`src/rtl/keypad_scanner.sv`:
```
// 4x4 matrix keypad scanner: one-hot row drive, synchronized and debounced
// columns, one key_valid strobe per accepted press.
module keypad_scanner #(
  parameter int DWELL_CYCLES   = 12000,
  parameter int DEBOUNCE_SCANS = 20
) (
  input  logic       int_osc,
  input  logic       reset,
  input  logic [3:0] col,
  output logic [3:0] row,
  output logic [3:0] key,
  output logic       key_valid,
  output logic       key_held
);

  localparam int DW = (DWELL_CYCLES > 1) ? $clog2(DWELL_CYCLES) : 1;
  localparam int BW = $clog2(DEBOUNCE_SCANS + 1);
  localparam logic [DW-1:0] DW_LAST = DW'(DWELL_CYCLES - 1);
  localparam logic [BW-1:0] DEB_N   = BW'(DEBOUNCE_SCANS);

  typedef enum logic [1:0] {SCAN, DEBOUNCE, HELD, RELEASE} state_t;

  state_t        state;
  logic [3:0]    s1, scol;
  logic [DW-1:0] dwell;
  logic [BW-1:0] deb_cnt;
  logic [1:0]    cap_r;
  logic [3:0]    cap_c;

  function automatic logic [1:0] enc4(input logic [3:0] oh);
    enc4 = {oh[3] | oh[2], oh[3] | oh[1]};
  endfunction

  function automatic logic [3:0] keymap(input logic [1:0] r, input logic [1:0] c);
    case ({r, c})
      4'd0:  keymap = 4'h1;  4'd1:  keymap = 4'h2;  4'd2:  keymap = 4'h3;  4'd3:  keymap = 4'hA;
      4'd4:  keymap = 4'h4;  4'd5:  keymap = 4'h5;  4'd6:  keymap = 4'h6;  4'd7:  keymap = 4'hB;
      4'd8:  keymap = 4'h7;  4'd9:  keymap = 4'h8;  4'd10: keymap = 4'h9;  4'd11: keymap = 4'hC;
      4'd12: keymap = 4'hE;  4'd13: keymap = 4'h0;  4'd14: keymap = 4'hF;  default: keymap = 4'hD;
    endcase
  endfunction

  logic          dwell_end, one_hot, cap_hit;
  logic [BW-1:0] deb_nxt;
  logic [3:0]    row_rot;

  assign dwell_end = (dwell == DW_LAST);
  assign one_hot   = (scol != 4'b0) && ((scol & (scol - 4'd1)) == 4'b0);
  assign cap_hit   = |(scol & cap_c);
  assign deb_nxt   = deb_cnt + BW'(1);
  assign row_rot   = {row[2:0], row[3]};

  always_ff @(posedge int_osc or posedge reset) begin
    if (reset) begin
      state     <= SCAN;
      s1        <= '0;
      scol      <= '0;
      dwell     <= '0;
      deb_cnt   <= '0;
      cap_r     <= '0;
      cap_c     <= '0;
      row       <= 4'b0001;
      key       <= 4'h0;
      key_valid <= 1'b0;
      key_held  <= 1'b0;
    end else begin
      s1        <= col;
      scol      <= s1;
      key_valid <= 1'b0;
      dwell     <= dwell_end ? '0 : dwell + DW'(1);
      if (dwell_end) begin
        case (state)
          SCAN: begin
            // Zero or multiple columns in this row: keep scanning.
            if (one_hot) begin
              cap_r   <= enc4(row);
              cap_c   <= scol;
              deb_cnt <= '0;
              state   <= DEBOUNCE;
            end else begin
              row <= row_rot;
            end
          end
          DEBOUNCE: begin
            if (scol == cap_c) begin
              deb_cnt <= deb_nxt;
              if (deb_nxt == DEB_N) begin
                key       <= keymap(cap_r, enc4(cap_c));
                key_valid <= 1'b1;
                key_held  <= 1'b1;
                state     <= HELD;
              end
            end else begin
              state <= SCAN;
              row   <= row_rot;
            end
          end
          HELD: begin
            // Only the captured column matters; extra columns are ignored.
            if (!cap_hit) begin
              deb_cnt <= '0;
              state   <= RELEASE;
            end
          end
          default: begin
            if (cap_hit) begin
              state <= HELD;
            end else begin
              deb_cnt <= deb_nxt;
              if (deb_nxt == DEB_N) begin
                key_held <= 1'b0;
                row      <= row_rot;
                state    <= SCAN;
              end
            end
          end
        endcase
      end
    end
  end

endmodule

```
`config.mk`:
```
export PLATFORM = sky130hd
export DESIGN_NAME = keypad_scanner
export DESIGN_NICKNAME = d
export VERILOG_FILES = /design/src/rtl/keypad_scanner.sv
export SDC_FILE = /design/constraint.sdc
export NUM_CORES = 1
export LEC_CHECK = 0
export ABC_AREA = 1
export CORE_ASPECT_RATIO = 0.75
export CORE_UTILIZATION = 60
export DETAILED_ROUTE_END_ITERATION = 16
export PLACE_DENSITY = 0.8
export RECOVER_POWER = 25
export SLEW_MARGIN = 10
export SYNTH_ARGS = -nofsm -noshare
export SYNTH_HDL_FRONTEND = slang
export SYNTH_SLANG_ARGS = --single-unit
```
`constraint.sdc`:
```
create_clock -name int_osc -period 3.08 [get_ports int_osc]
set_clock_uncertainty 0.05 [all_clocks]
set_input_delay 0.616 -clock int_osc [delete_from_list [all_inputs] [get_ports int_osc]]
set_output_delay 0.616 -clock int_osc [all_outputs]
set_load 0.01 [all_outputs]
```
==> metrics.txt, run 1 <==
CP required 2.41 ns; fill cell count between 300 and 400; gpl congestion ~0.9; post-CTS sizing 0; drt via density around 5.4; sequential share of the synthesized area 42.88%; Ys Warns 0; CTS Buffer Depth 2; CP Launch Type flop; GRT overflow 0; Setup TNS 0 ns; Final Hold Viols 0; Die H between 50 and 60 um; RSZ-0062 raised after global routing false; CP Buf/Inv Count 1; number of setup buffers added after CTS 0; CP delay by family, top flip-flops; crit end category output port; drt drc 0; most frequent cells in the layout nand2_1, dfrtp_1, inv_1; PwrDens 340.5 mW/mm^2; ys async rst share 100.0%; initial core utilization a little under two thirds; worst setup path class flop to output port; Mapped Avg Cell Area roughly 8.4 sq um; max_slew headroom about 43%; sequential cell area roughly 0.0011 sq mm; CTS Root Cell clkbuf_8; I/O pins 16; TritonRoute pass-1 iters 4; Worst EP arrival roughly 1.4 ns; initial antenna violation count 0; clock sinks 45; first-pass GRT wire length 9.149 mm; H-tree depth 2; Hold Buf Count CTS 0; Worst-Margin Slew 0.8587 ns; Primary FF master, synth dfrtp_1; final antenna-violating net count 0; Post-synth EDFFs 0; placed cell area 0.002851 sq mm; Post-DP HPWL about 4 mm; Overall Global Routing Usage between 20% and 30%; vias ~2,100; CORE AREA approximately 0.0041 sq mm; max cap viols 0; minimum clock period 2.039 ns; share of layout cells above drive strength 1 around 13%; Port-buffer cells 15; CTS clk-pin slew, worst paths roughly 0.080 ns; flop and latch count out of synthesis 45; max frequency about 490 MHz; worst IR drop on VDD ~0.3 mV; pin count of the biggest net entering global routing 22; Leak around 1.6 nW; CP Depth 1; die span in x between 70 and 80 um; Final Power 0.0009990 W; Crit-path slowest cell dfstp_2; Die Area around 0.0047 sq mm; CP Max Fanout 3; Netlist Area Pre-Place between 0.002 and 0.003 sq mm; fin. max-slew vios 0; area delta synth->final 11.61%; fin util a little under three quarters; CTS buffer count 5; r2r worst-path depth 8; vias in the first global route roughly 1,900; Reg-to-Reg Start state[0]; fin crit share 66.19%; # diodes 0; critical path's largest stage delay roughly 0.55 ns; design area 0.002934 sq mm; routed wire length between 5 and 6 mm; # setup viols final 0; CP endpoint row[0]; synth unique cells 33; multi-input logic area around 0.0013 sq mm; final net count around 360; CP Cell Sequence clkdlybuf4s50_1; crit path launch row[0]; r2r setup slk between 1 and 1.5 ns; Initial DRC Count 193; CTS tree done; most common cell after layout, fill and taps aside nand2_1; Clock Latency Late Sink approximately 0.31 ns; FP Rows 20; outcome finished, final reports clean; Avg WL per Cell between 10 and 15 um; HP Class flop to flop; syn nets approximately 340; reg2reg end key_held; Synth Instances roughly 310
## synthesized netlist by cell type, types with 2 or more instances
cell type	count	area share (%)
nor2_4	3	1.3
nor2_2	6	1.4
a21oi_1	8	1.5
nand3_1	15	2.9
inv_1	41	5.9
nand3_4	2	1.3
nand2_1	75	11
nor2_8	2	1.5
inv_2	6	0.86
xor2_1	5	1.7
dfrtp_1	44	42
nand3_2	5	1.9
nor2_1	36	5.1
o21ai_2	2	0.67
nand4_1	12	2.9
o21ai_0	8	1.5
ha_1	15	7.1
o22ai_1	2	0.48
nand3b_1	2	0.57
nor3_1	7	1.3
nand4_4	2	1.6
o21ai_1	5	0.95
## area by class of cell
cell class	instances	share of cell area, %
clock buffer	5	2.345
clock inverter	3	0.5970
inverter	47	6.013
multi-input combinational	221	44.78
sequential	45	38.42
tap	55	2.345
timing repair buffer	17	5.501
## worst min path at each step
stage	from	to	slack, ns	cells after the start
5_1_grt	s1[0]	scol[0]	0.33	0
2_1_floorplan	s1[0]	scol[0]	0.28	0
3_3_place_gp	s1[2]	scol[2]	0.28	0
4_1_cts	s1[3]	scol[3]	0.31	0
3_5_place_dp	s1[0]	scol[0]	0.29	0
6_report	s1[3]	scol[3]	0.31	0
## flip-flops by register name, summed over array words and instances (netlist names)
register / flops
dwell: 14
deb_cnt: 5
cap_c: 4
key: 4
row: 4
s1: 4
scol: 4
cap_r: 2
state: 2
key_held: 1
key_valid: 1
## per-layer routing
layer,global-route usage [%],share of wire (%),vias to the layer above
met5,0,0,-
met4,8.995,1.9,0
met3,6.000,5.7,14
met2,37.97,42,60
met1,38.59,50,973
li1,-,-,1058
## power breakdown
| group | internal [W] | total [W] | switching, W |
|---|---|---|---|
| combinational | 0.0000103 | 0.0000375 | 0.0000272 |
| sequential | 0.000596 | 0.000599 | 0.00000346 |
| clock | 0.000157 | 0.000362 | 0.000206 |
## metrics by stage
| stage | setup WS (ns) | instances | hold WS (ns) |
|---|---|---|---|
| CTS | 1.031 | 393 | 0.3101 |
| global placement | 1.224 | 385 | 0.2828 |
| floorplan | 1.356 | 314 | 0.2812 |
| detailed placement | 1.242 | 385 | 0.2872 |
| global route | 0.9592 | 393 | 0.3265 |
| finish | 1.041 | 393 | 0.3068 |
## logic make-up after synthesis
logic type	Yosys count	synth area share (%)
buffers and inverters	48	7.139
xor gates and xnor gates	5	1.666
and+or+nand+nor	173	35.13
AOI/OAI and AO/OA	28	6.045
adders and majority gates	15	7.139
DFF	45	42.88
(Power assumes the default switching activity.)
==> run 2, diff against run 1 <==
--- a/config.mk
+++ b/config.mk
@@ -7,9 +7,9 @@
 export LEC_CHECK = 0
 export ABC_AREA = 1
 export CORE_ASPECT_RATIO = 0.75
-export CORE_UTILIZATION = 60
+export CORE_UTILIZATION = 53
 export DETAILED_ROUTE_END_ITERATION = 16
-export PLACE_DENSITY = 0.8
+export PLACE_DENSITY = 0.75
 export RECOVER_POWER = 25
 export SLEW_MARGIN = 10
 export SYNTH_ARGS = -nofsm -noshare
==> constraint.sdc (replaced) <==
create_clock -name int_osc -period 1.7 [get_ports int_osc]
set_clock_uncertainty 0.05 [all_clocks]
set_input_delay 0.34 -clock int_osc [delete_from_list [all_inputs] [get_ports int_osc]]
set_output_delay 0.34 -clock int_osc [all_outputs]
set_load 0.01 [all_outputs]
==> metrics.txt, run 2 (same netlist as run 1, synthesis figures left out) <==
outcome finished, final reports clean (unchanged); share of layout cells above drive strength 1 24.65% (was 12.72%); Clock Latency Late Sink 0.30 ns (was 0.31 ns); Reg-to-Reg Start cap_c[1] (was state[0]); area delta synth->final 21.80% (was 11.61%); Worst EP arrival 1.81 ns (was 1.37 ns); I/O pins 16 (unchanged); Die H 62.99 um (was 59.33 um); CP most frequent cell nand2_2; most frequent cells in the layout nand2_1, dfrtp_1, inv_1 (unchanged); final antenna-violating net count 0 (unchanged); Initial DRC Count 108 (was 193); Regs by FF count dwell x14, deb_cnt x5 (unchanged); RSZ-0062 raised after global routing true (was false); HP Class flop to flop (unchanged); WL met1 3.058 mm (was 2.653 mm); Post-DP HPWL 4.190 mm (was 4.060 mm); initial core utilization 57.17% (was 63.67%); Final Power 0.001896 W (was 0.0009990 W); fin. max-slew vios 0 (unchanged); fill cell count 354 (was 330); drt via density 5.179 (was 5.356); PnR worst setup slack 0.02642 ns (was 1.041 ns); Overall Global Routing Usage 22.36% (was 26.11%); drt drc 0 (unchanged); worst setup path class flop to flop (was flop to output port); Post-Place Worst Slack 0.01940 ns (was 1.242 ns); vias 2,165 (was 2,105); Post-Layout Cell Count 418 (was 393); design area 0.003202 sq mm (was 0.002934 sq mm); PwrDens 592.1 mW/mm^2 (was 340.5 mW/mm^2); dpl cells 404 (was 385); FP Rows 21 (was 20); CP delay by family, top simple AND/OR/NAND/NOR gates (was flip-flops); # diodes 0 (unchanged); hold path start s1[3] (unchanged); Final Hold Viols 0 (unchanged); initial antenna violation count 0 (unchanged); CP Launch Type flop (unchanged); crit end category flop (was output port); TritonRoute pass-1 iters 4 (unchanged); max_slew headroom 68.35% (was 42.75%); Avg WL per Cell 13.60 um (was 13.42 um); CP Buf/Inv Count 0 (was 1); # setup viols final 0 (unchanged); Crit-path slowest cell dfrtp_1 (was dfstp_2); max cap viols 0 (unchanged); Reg with most FFs dwell (unchanged); CTS Buffer Depth 2 (unchanged); max frequency about 600 MHz; worst IR drop on VDD 0.4699 mV (was 0.3014 mV); WHS 0.3194 ns (was 0.3068 ns); critical path's largest stage delay 0.41 ns (was 0.55 ns); crit path launch cap_c[1] (was row[0]); CP Max Fanout 6 (was 3); first-pass GRT wire length 9.149 mm (unchanged); CP Cell Sequence ha_1 -> nor2_1 -> nand2_2 -> nand2_2 -> nand4_1 -> nor2_4 -> nand2_2 -> nand2_1 -> nand2_1 (was clkdlybuf4s50_1); pin count of the biggest net entering global routing 21 (was 22); die span in x 83.32 um (was 78.43 um); CTS Root Cell clkbuf_8 (unchanged); CTS clk-pin slew, worst paths 0.08 ns (about the same); DR top layer met4 (unchanged); H-tree depth 2 (unchanged); routed wl met2 2.342 mm (was 2.220 mm); Largest register FFs 14 (unchanged); gpl congestion 0.9062 (was 0.9092); routed wire length 5.684 mm (was 5.274 mm); CTS buffer count 5 (unchanged); WL met3 209 um (was 301 um); most common cell after layout, fill and taps aside nand2_1 (unchanged); placed cell area 0.003007 sq mm (was 0.002851 sq mm); Port-buffer cells 15 (unchanged); fin crit share between 90% and 100%; Die Area 0.005248 sq mm (was 0.004653 sq mm); CP required 1.84 ns (was 2.41 ns); clock sinks 45 (unchanged); Worst-Margin Slew 0.4743 ns (was 0.8587 ns); minimum clock period between 1.5 and 2 ns; GRT overflow 0 (unchanged); CORE AREA 0.004598 sq mm (was 0.004129 sq mm); CTS tree done (unchanged); Leak 1.690 nW (was 1.554 nW); vias in the first global route 1,995 (was 1,934); final net count 381 (was 358)
[run 2: changes by cell type in the layout (fill, tap and decap cells not counted), sizes merged]
cell,delta
clkinv,-2
clkbuf,+2
clkdlybuf4s50,-1
clkinvlp,-1
inv,+1
buf,+23
dlygate4sd2,+1
[run 2: path summary, 6_finish.rpt]
path	slack (ns)	cells past startpoint	end
worst max register to register	0.03	9	state[1]
worst max-delay path	0.03	9	state[1]
max in group asynchronous	0.36	3	row[0]
worst min register to register	0.32	0	scol[3]
worst min-delay path	0.32	0	scol[3]
min in group asynchronous	0.43	2	s1[0]
[run 2: stage by stage]
step	utilization (%)	TNS [ns]
finish	69.63	0
global route	69.63	-0.5404
CTS	67.56	0
detailed placement	65.39	0
global placement	65.39	0
floorplan	-	0
[run 2: cell type report]
type | count | area, sq um | area share, %
clock buffers | 7 | 96.34 | 3.009
inverters | 47 | 176.4 | 5.510
repair buffers | 40 | 346.6 | 10.82
multi-input cells | 221 | 1376 | 42.99
well taps | 57 | 71.32 | 2.227
flip-flops and latches | 45 | 1130 | 35.29
clock inverters | 1 | 5.005 | 0.1563
[run 2: worst reg2reg max path, stage by stage (launching register included)]
cell     delay, ns
dfrtp_1       0.41
ha_1          0.19
nor2_1        0.15
nand2_2       0.12
nand2_2       0.09
nand4_1       0.14
nor2_4        0.23
nand2_2       0.07
nand2_1       0.06
nand2_1       0.05
[run 2: power breakdown]
group	internal, W	switching (W)	leakage, nW	total, W
clock network	0.000368	0.000359	0.0542	0.000726
logic	0.0000304	0.0000533	1.05	0.0000836
registers	0.00108	0.00000685	0.589	0.00109
[run 2: timing repair]
item,4_1_cts,5_1_grt
setup endpoints to repair,1,21
hold buffers,0,0
endpoints found under the hold margin,0,0
pin swaps,0,8
cloned,0,0
gates resized for setup,1,25
setup buffers,0,6
[run 2: per-layer routing]
layer  up-vias  track usage (%)
li1       1099                -
met1      1020            33.68
met2        37            32.48
met3         9            4.491
met4         0            6.466
met5         -                0
